<file path="config.mk">
export PLATFORM = sky130hd
export DESIGN_NAME = pulse_sync_rx_multi
export DESIGN_NICKNAME = d
export VERILOG_FILES = /design/src/rtl/pulse_sync_pkg.sv /design/src/rtl/pulse_sync_rx_chan.sv /design/src/rtl/pulse_sync_rx_multi.sv
export SDC_FILE = /design/constraint.sdc
export NUM_CORES = 1
export LEC_CHECK = 0
export CORE_MARGIN = 2
export CORE_UTILIZATION = 40
export DETAILED_ROUTE_END_ITERATION = 8
export GPL_TIMING_DRIVEN = 0
export MAX_ROUTING_LAYER = met4
export PLACE_DENSITY_LB_ADDON = 0.1
export SETUP_SLACK_MARGIN = 0.5
export SLEW_MARGIN = 20
export SYNTH_ARGS = -nofsm -noshare
export SYNTH_HDL_FRONTEND = slang
export SYNTH_SLANG_ARGS = --single-unit
</file>
<file path="constraint.sdc">
create_clock -name clk -period 2.2 [get_ports clk]
set_input_delay 0.22 -clock clk [delete_from_list [all_inputs] [get_ports clk]]
set_output_delay 0.22 -clock clk [all_outputs]
set_load 0.03 [all_outputs]
</file>
<file path="src/rtl/pulse_sync_pkg.sv">
// Shared defaults and helpers for the multi-channel receive-side pulse synchronizer.
package pulse_sync_pkg;

  localparam int unsigned DEF_WIDTH       = 4;
  localparam int unsigned DEF_SYNC_STAGES = 2;
  localparam int unsigned DEF_CNT_W       = 3;

  // The arming counter must be able to hold the value stages+1.
  function automatic int unsigned arm_cnt_w(input int unsigned stages);
    return $clog2(stages + 2);
  endfunction

endpackage

</file>
<file path="src/rtl/pulse_sync_rx_chan.sv">
// One receive channel: toggle synchronizer, edge detect, pending-event counter,
// back-pressured pulse release, acknowledge toggle and sticky overflow.
module pulse_sync_rx_chan
  import pulse_sync_pkg::*;
#(
  parameter int unsigned SYNC_STAGES = DEF_SYNC_STAGES,
  parameter int unsigned CNT_W       = DEF_CNT_W
) (
  input  logic clk,
  input  logic rst,
  input  logic tgl_in,
  input  logic armed,
  input  logic ready,
  input  logic clr_ovf,
  output logic pulse_out,
  output logic ack_tgl,
  output logic overflow,
  output logic pending
);

  logic [SYNC_STAGES-1:0] sync;
  logic                   last_q;
  logic [CNT_W-1:0]       cnt;
  logic [CNT_W-1:0]       cnt_nxt;
  logic                   ev;
  logic                   ovf_set;

  always_ff @(posedge clk or posedge rst) begin
    if (rst) begin
      sync   <= '0;
      last_q <= 1'b0;
    end else begin
      sync   <= {sync[SYNC_STAGES-2:0], tgl_in};
      last_q <= sync[SYNC_STAGES-1];
    end
  end

  // last_q keeps tracking while unarmed so a level present at reset release is absorbed.
  assign ev        = armed & (sync[SYNC_STAGES-1] ^ last_q);
  assign pending   = (cnt != '0);
  assign pulse_out = ready & pending;

  always_comb begin
    cnt_nxt = cnt;
    ovf_set = 1'b0;
    if (ev && !pulse_out) begin
      if (cnt == '1) ovf_set = 1'b1;
      else           cnt_nxt = cnt + CNT_W'(1);
    end else if (!ev && pulse_out) begin
      cnt_nxt = cnt - CNT_W'(1);
    end
  end

  always_ff @(posedge clk or posedge rst) begin
    if (rst) begin
      cnt      <= '0;
      ack_tgl  <= 1'b0;
      overflow <= 1'b0;
    end else begin
      cnt <= cnt_nxt;
      if (pulse_out) ack_tgl <= ~ack_tgl;
      if (ovf_set)      overflow <= 1'b1;
      else if (clr_ovf) overflow <= 1'b0;
    end
  end

endmodule

</file>
<file path="src/rtl/pulse_sync_rx_multi.sv">
// Multi-channel receive-side pulse synchronizer: shared post-reset arming counter,
// WIDTH independent channels and a busy summary.
module pulse_sync_rx_multi
  import pulse_sync_pkg::*;
#(
  parameter int unsigned WIDTH       = DEF_WIDTH,
  parameter int unsigned SYNC_STAGES = DEF_SYNC_STAGES,
  parameter int unsigned CNT_W       = DEF_CNT_W
) (
  input  logic             clk,
  input  logic             rst,
  input  logic [WIDTH-1:0] tgl_in,
  input  logic             ready,
  input  logic             clr_ovf,
  output logic [WIDTH-1:0] pulse_out,
  output logic [WIDTH-1:0] ack_tgl,
  output logic [WIDTH-1:0] overflow,
  output logic             busy
);

  localparam int unsigned      ARM_W    = arm_cnt_w(SYNC_STAGES);
  localparam logic [ARM_W-1:0] ARM_DONE = ARM_W'(SYNC_STAGES + 1);

  logic [ARM_W-1:0] arm_cnt;
  logic             armed;
  logic [WIDTH-1:0] pending;

  // Events stay suppressed until the chains and last_q have settled after release.
  always_ff @(posedge clk or posedge rst) begin
    if (rst)                    arm_cnt <= '0;
    else if (arm_cnt != ARM_DONE) arm_cnt <= arm_cnt + ARM_W'(1);
  end

  assign armed = (arm_cnt == ARM_DONE);

  for (genvar i = 0; i < WIDTH; i++) begin : g_chan
    pulse_sync_rx_chan #(
      .SYNC_STAGES(SYNC_STAGES),
      .CNT_W      (CNT_W)
    ) u_chan (
      .clk      (clk),
      .rst      (rst),
      .tgl_in   (tgl_in[i]),
      .armed    (armed),
      .ready    (ready),
      .clr_ovf  (clr_ovf),
      .pulse_out(pulse_out[i]),
      .ack_tgl  (ack_tgl[i]),
      .overflow (overflow[i]),
      .pending  (pending[i])
    );
  end

  assign busy = |pending;

endmodule

</file>
# Word-level counts from Yosys, hierarchy flattened
# Cells that the tools add are included.
dict set report word_totals {
  ff_bits 34
  latch_bits 0
  mem_bits_rw 0
  romBits 0
  in_bits 8
  mem_count 0
}
dict set report op_classes {
  addsub 9
  mul 0
  div_mod_pow 0
  magnitude_cmp 0
  n_eq_ne 10
  shift 0
  mux 25
  bitwise_logic 16
  n_reduce_logical 33
}
# operator n
set ops {}
lappend ops {{$mux W3} 12}
lappend ops {{$reduce_bool A2 Y1} 8}
lappend ops {{$mux W1} 13}
lappend ops {{$add A3 B1 Y3 const B} 4}
lappend ops {{$eq A3 B3 Y1 const B} 4}
lappend ops {{$reduce_bool A3 Y1} 4}
lappend ops {{$sub A3 B1 Y3 const B} 4}
lappend ops {{$ne A2 B2 Y1 const B} 5}
lappend ops {{$and A1 B1 Y1} 8}
lappend ops {{$logic_and A1 B1 Y1} 8}
lappend ops {{$logic_not A1 Y1} 8}
lappend ops {{$reduce_and A2 Y1} 4}
lappend ops {{$not A1 Y1} 4}
lappend ops {{$reduce_or A4 Y1} 1}
lappend ops {{$xor A1 B1 Y1} 4}
lappend ops {{$add A2 B1 Y2 const B} 1}
lappend ops {{$eq A2 B2 Y1 const B} 1}

# Depth between registers and ports, before layout
dict set report depth {
  depth_word 6
  mapped_depth 9
  depth_no_buf 7
}

# Modules after synthesis
# From an unflattened synthesis, not the netlist that was laid out.
dict set report hier_totals {
  cells_unflattened 180
  hier_area_um2 1888.1
}
# module n_inst cells_per_inst area_per_inst_um2 seq_area_each_um2
set modules_own_cells {}
lappend modules_own_cells {pulse_sync_rx_chan 4 43 445.4 200.2}
lappend modules_own_cells {pulse_sync_rx_multi 1 8 106.4 50.0}

# Worst setup path before layout
# OpenSTA, ideal clock, no wires.
dict set report synth_timing {
  path_kind {register -> register}
  from {register g_chan[0].u_chan.cnt[0]}
  to {register g_chan[0].u_chan.cnt[2]}
  arrival_time_ns 1.874
  setup_slack_ns 0.206
  stages_incl_launch_ff 7
  path_buffers 1
  synth_period_minus_slack_ns 1.994
  cell_sequence {dfrtp_1 buf_2 o31ai_4 nand2_1 fa_1 a211o_1 a31o_2}
}
dict set report synth_between {
  elab_chain_len 6
}
# item line_no
set synth_rtl {}
lappend synth_rtl {{start: declaration} pulse_sync_rx_chan.sv:23} ;# logic [CNT_W-1:0] cnt;
lappend synth_rtl {{start signal: assignment} pulse_sync_rx_chan.sv:60} ;# cnt <= cnt_nxt;
lappend synth_rtl {{$reduce_bool A3 Y1} pulse_sync_rx_chan.sv:40} ;# assign pending = (cnt != '0);
lappend synth_rtl {{$and A1 B1 Y1} pulse_sync_rx_chan.sv:41} ;# assign pulse_out = ready & pending;
lappend synth_rtl {{$logic_not A1 Y1} pulse_sync_rx_chan.sv:46} ;# if (ev && !pulse_out) begin
lappend synth_rtl {{$logic_and A1 B1 Y1} pulse_sync_rx_chan.sv:46}
lappend synth_rtl {{$ne A2 B2 Y1 (no line) or $reduce_bool A2 Y1 (tied branches)} n/a}
lappend synth_rtl {{$reduce_and A2 Y1 (no line)} n/a}
# Several ways; a longest one is shown, not always the timed one. The select of a mux whose other input is x is not followed.
# A chain may end at the register's enable or synchronous reset.

# Final worst setup path
# Same ends and word-level chain as after synthesis.

==> results.md <==
- Status: finished clean
- CTS Hold Bufs: 0
- RSZ-0062 raised after global routing: true
- Synth Area in XOR/XNOR: a little over 5%
- Post-synth top flop: dfrtp_1
- Final period utilization: a little under nine tenths
- H-tree levels: 2
- Final setup fails: 0
- Startpoint Class: flip-flop
- CP max stage delay: about 400 ps
- Post-Synth Adder-Cell Area: under 10%
- Setup TNS: 0 ps
- Synth Cell Area: between 1500 and 2000 um2
- Min-Delay Endpoint: g_chan[2].u_chan.sync[1]$_DFF_PP0_
- Slew headroom: between 50% and 60%
- Largest family of logic cells by synthesized area: compound AO/OA/AOI/OAI gates
- Cell taking the most area after synthesis: dfrtp_1
- Hold Violations, Final: 0
- Area delta synth->final: 50.20%
- Routed WL: 4.436 mm
- DRT iter0 DRCs: 80
- WL/cell: about 15 um
- Crit path DAT: about 2100 ps
- Antenna violations before repair: 0
- Maximum clock insertion buffer count: 2
- Worst EP required: roughly 2400 ps
- FILL cells: roughly 350
- Worst path slowest cell: dfrtp_1
- Synth top area share: a little under half
- Cells along the critical path: buf_6 > o31ai_4 > nand2_4 > fa_2 > a211o_1 > a31o_2
- Vias: ~1500
- Routed vias/inst: between 5 and 6
- Flops & latches, synth: 34
- CP Capture Type: flip-flop
- Reg2reg start: g_chan[0].u_chan.cnt[0]$_DFFE_PP0P_
- Gate count of the mapped netlist: 169
- Number of port buffers: 20
- Worst-path clk slew: 70 ps
- Hold Path Class: flip-flop to flip-flop
- Area of the core: between 4000 and 5000 um2
- Syn avg cell area: around 11 um2
- Fin crit period: 1897 ps
- Vert. Die Dim: 72.18 um
- Worst reg2reg path depth: 6
- Drt first pass iters: 4
- Hold slack: around 350 ps
- CTS Root Cell: clkbuf_8
- Initial Utilization: roughly 42%
- DRC viols: 0
- Peak VDD IR: approximately 0.59 mV
- Placed Area: about 2200 um2
- Worst-Skew Late Latency: approximately 280 ps
- Leakage power: about 1.3 nW
- Commonest cells post-synth: dfrtp_1, nand2_1, buf_4
- Row count: 24
- Max Slew Vio Count: 0
- I/O pin count: 21
- R2r endpoint: g_chan[0].u_chan.cnt[2]$_DFFE_PP0P_
- Die width: slightly above 70 um
- CTS tree: built
- Skew final: between 3 and 4 ps
- Hold_sp: g_chan[2].u_chan.sync[0]$_DFF_PP0_
- Yosys cell types: 40
- CTS sink count: 34
- Worst setup path class: flip-flop to flip-flop
- Multiplexer area fraction after synthesis: under 10%
- Remaining antenna violation count: 0
- Final Instance Area: roughly 2800 um2
- Post-synth EDFFs: 0
- Hold path depth: 0
- Largest fanout on the critical path: 3
- Sequential area share after synthesis: between 40 and 50%
- Final Wtd Congestion: 0.8201
- Complex-gate fraction of the synthesized area: about a fifth
- Global Route Usage Sum: a little under a fifth
- CP bufs+invs: 1
- Share of layout cells above drive strength 1: around half
- Worst R2R Setup Slack: ~300 ps
- Diode count: 0
- Synth Area in Simple Gates: between 10% and 20%
- Synth async-reset ratio: 100.0%
- Critical path's top delay family: compound AO/OA/AOI/OAI gates
- Die footprint: about 5200 um2
- Synth top area cells: dfrtp_1, buf_4, o31ai_4
- Syn_nets: approximately 180
- Design Power: about 3.6 mW
- Total congestion overflow: 0
- Vias in the first global route: 1561
- Fin nets: 260
- DP Wirelength: 2.522 mm
- Max Cap Viol: 0
- Worst-Margin Slew: 705.8 ps
- Cts bufs inserted: 5
- Max Clk Rate: 527.1 MHz
- Pwr/cell area: between 1000 and 1500 nW/um2
- First-pass GRT wire length: 7.265 mm
- Syn. warnings: 0
- Most common cell in the netlist: dfrtp_1
- Largest net degree at the start of global routing: 35
==> what timing repair did <==
action                     CTS  global route
gates resized for setup     48            31
pin swaps                   16            10
buffers inserted            41            10
setup endpoints to repair   13            16
==> cell families (layout without fill, tap and decap cells) <==
logic type,count (synthesis),in the layout
buffers and inverters,33,112
and+or+nand+nor,40,40
xor gates and xnor gates,9,9
adders and majority gates,5,5
DFF,34,34
AOI/OAI and AO/OA,41,41
muxes,7,7
==> state kept, by name, summed over array words and instances (netlist names) <==
register / flops
g_chan.u_chan.ack_tgl: 4
g_chan.u_chan.overflow: 4
g_chan.u_chan.last_q: 4
g_chan.u_chan.cnt: 12
g_chan.u_chan.sync: 8
arm_cnt: 2
==> cell type report <==
cell class | count | area [um2] | share of cell area (%)
plain buffers | 21 | 205.2 | 7.348
repair buffers | 71 | 609.3 | 21.82
inverters | 12 | 45.04 | 1.613
well taps | 52 | 65.06 | 2.330
multi-input cells | 102 | 917.1 | 32.84
clock buffers | 7 | 86.33 | 3.091
flip-flops and latches | 34 | 859.6 | 30.78
clock inverters | 1 | 5.005 | 0.1792
==> cells in the final DEF (no fill, tap or decap), drive strengths merged, types with 4 or more instances in the layout <==
| master | Yosys | layout |
|---|---|---|
| a21o | 7 | 7 |
| a21oi | 6 | 6 |
| buf | 18 | 76 |
| clkbuf | 3 | 8 |
| clkdlybuf4s50 | 0 | 15 |
| dfrtp | 34 | 34 |
| fa | 4 | 4 |
| inv | 12 | 12 |
| mux2 | 4 | 4 |
| nand2 | 15 | 15 |
| nand3 | 8 | 8 |
| nand4 | 7 | 7 |
| nor3 | 4 | 4 |
| o21ai | 6 | 6 |
| o22ai | 4 | 4 |
| o31ai | 5 | 5 |
| xnor2 | 5 | 5 |
| xor2 | 4 | 4 |
==> worst register-to-register path: stages (launching register included) <==
cell     delay (ps)
dfrtp_1         400
buf_6           140
o31ai_4         340
nand2_4          90
fa_2            360
a211o_1         260
a31o_2          200
==> report_power, final <==
group	leakage, nW	internal [mW]	switching (mW)
registers	0.394	0.820	0.164
logic	0.811	1.14	0.968
clock network	0.0482	0.252	0.225
total	1.25	2.21	1.36
==> worst max path at each step <==
stage                                                    from                                  end  slack, ps  cells past startpoint
after floorplan           g_chan[0].u_chan.cnt[1]$_DFFE_PP0P_  g_chan[0].u_chan.cnt[2]$_DFFE_PP0P_        290                      6
after global placement                                  ready                         pulse_out[0]         -2                      6
after detailed placement                                ready                         pulse_out[0]         -6                      6
after CTS                  g_chan[0].u_chan.sync[1]$_DFF_PP0_  g_chan[0].u_chan.cnt[2]$_DFFE_PP0P_        270                      7
after global routing      g_chan[0].u_chan.cnt[0]$_DFFE_PP0P_  g_chan[0].u_chan.cnt[2]$_DFFE_PP0P_        240                      6
final                     g_chan[0].u_chan.cnt[0]$_DFFE_PP0P_  g_chan[0].u_chan.cnt[2]$_DFFE_PP0P_        300                      6
==> through the flow <==
step | utilization [%] | cells | setup slack [ps]
global placement | 49.23 | 241 | -1.677
finish | 63.27 | 300 | 302.9
floorplan | - | 169 | 286.5
global route | 63.27 | 300 | 238.0
CTS | 60.03 | 290 | 269.2
detailed placement | 49.23 | 241 | -6.193
==> metal layers <==
layer	track usage (%)	up-vias	share of wire, %
li1	-	745	-
met4	6.080	0	1.3
met3	4.444	6	3.6
met2	31.19	34	54
met1	21.45	755	41
met5	-	-	0
Note: power is estimated with default switching activity, not from simulation.
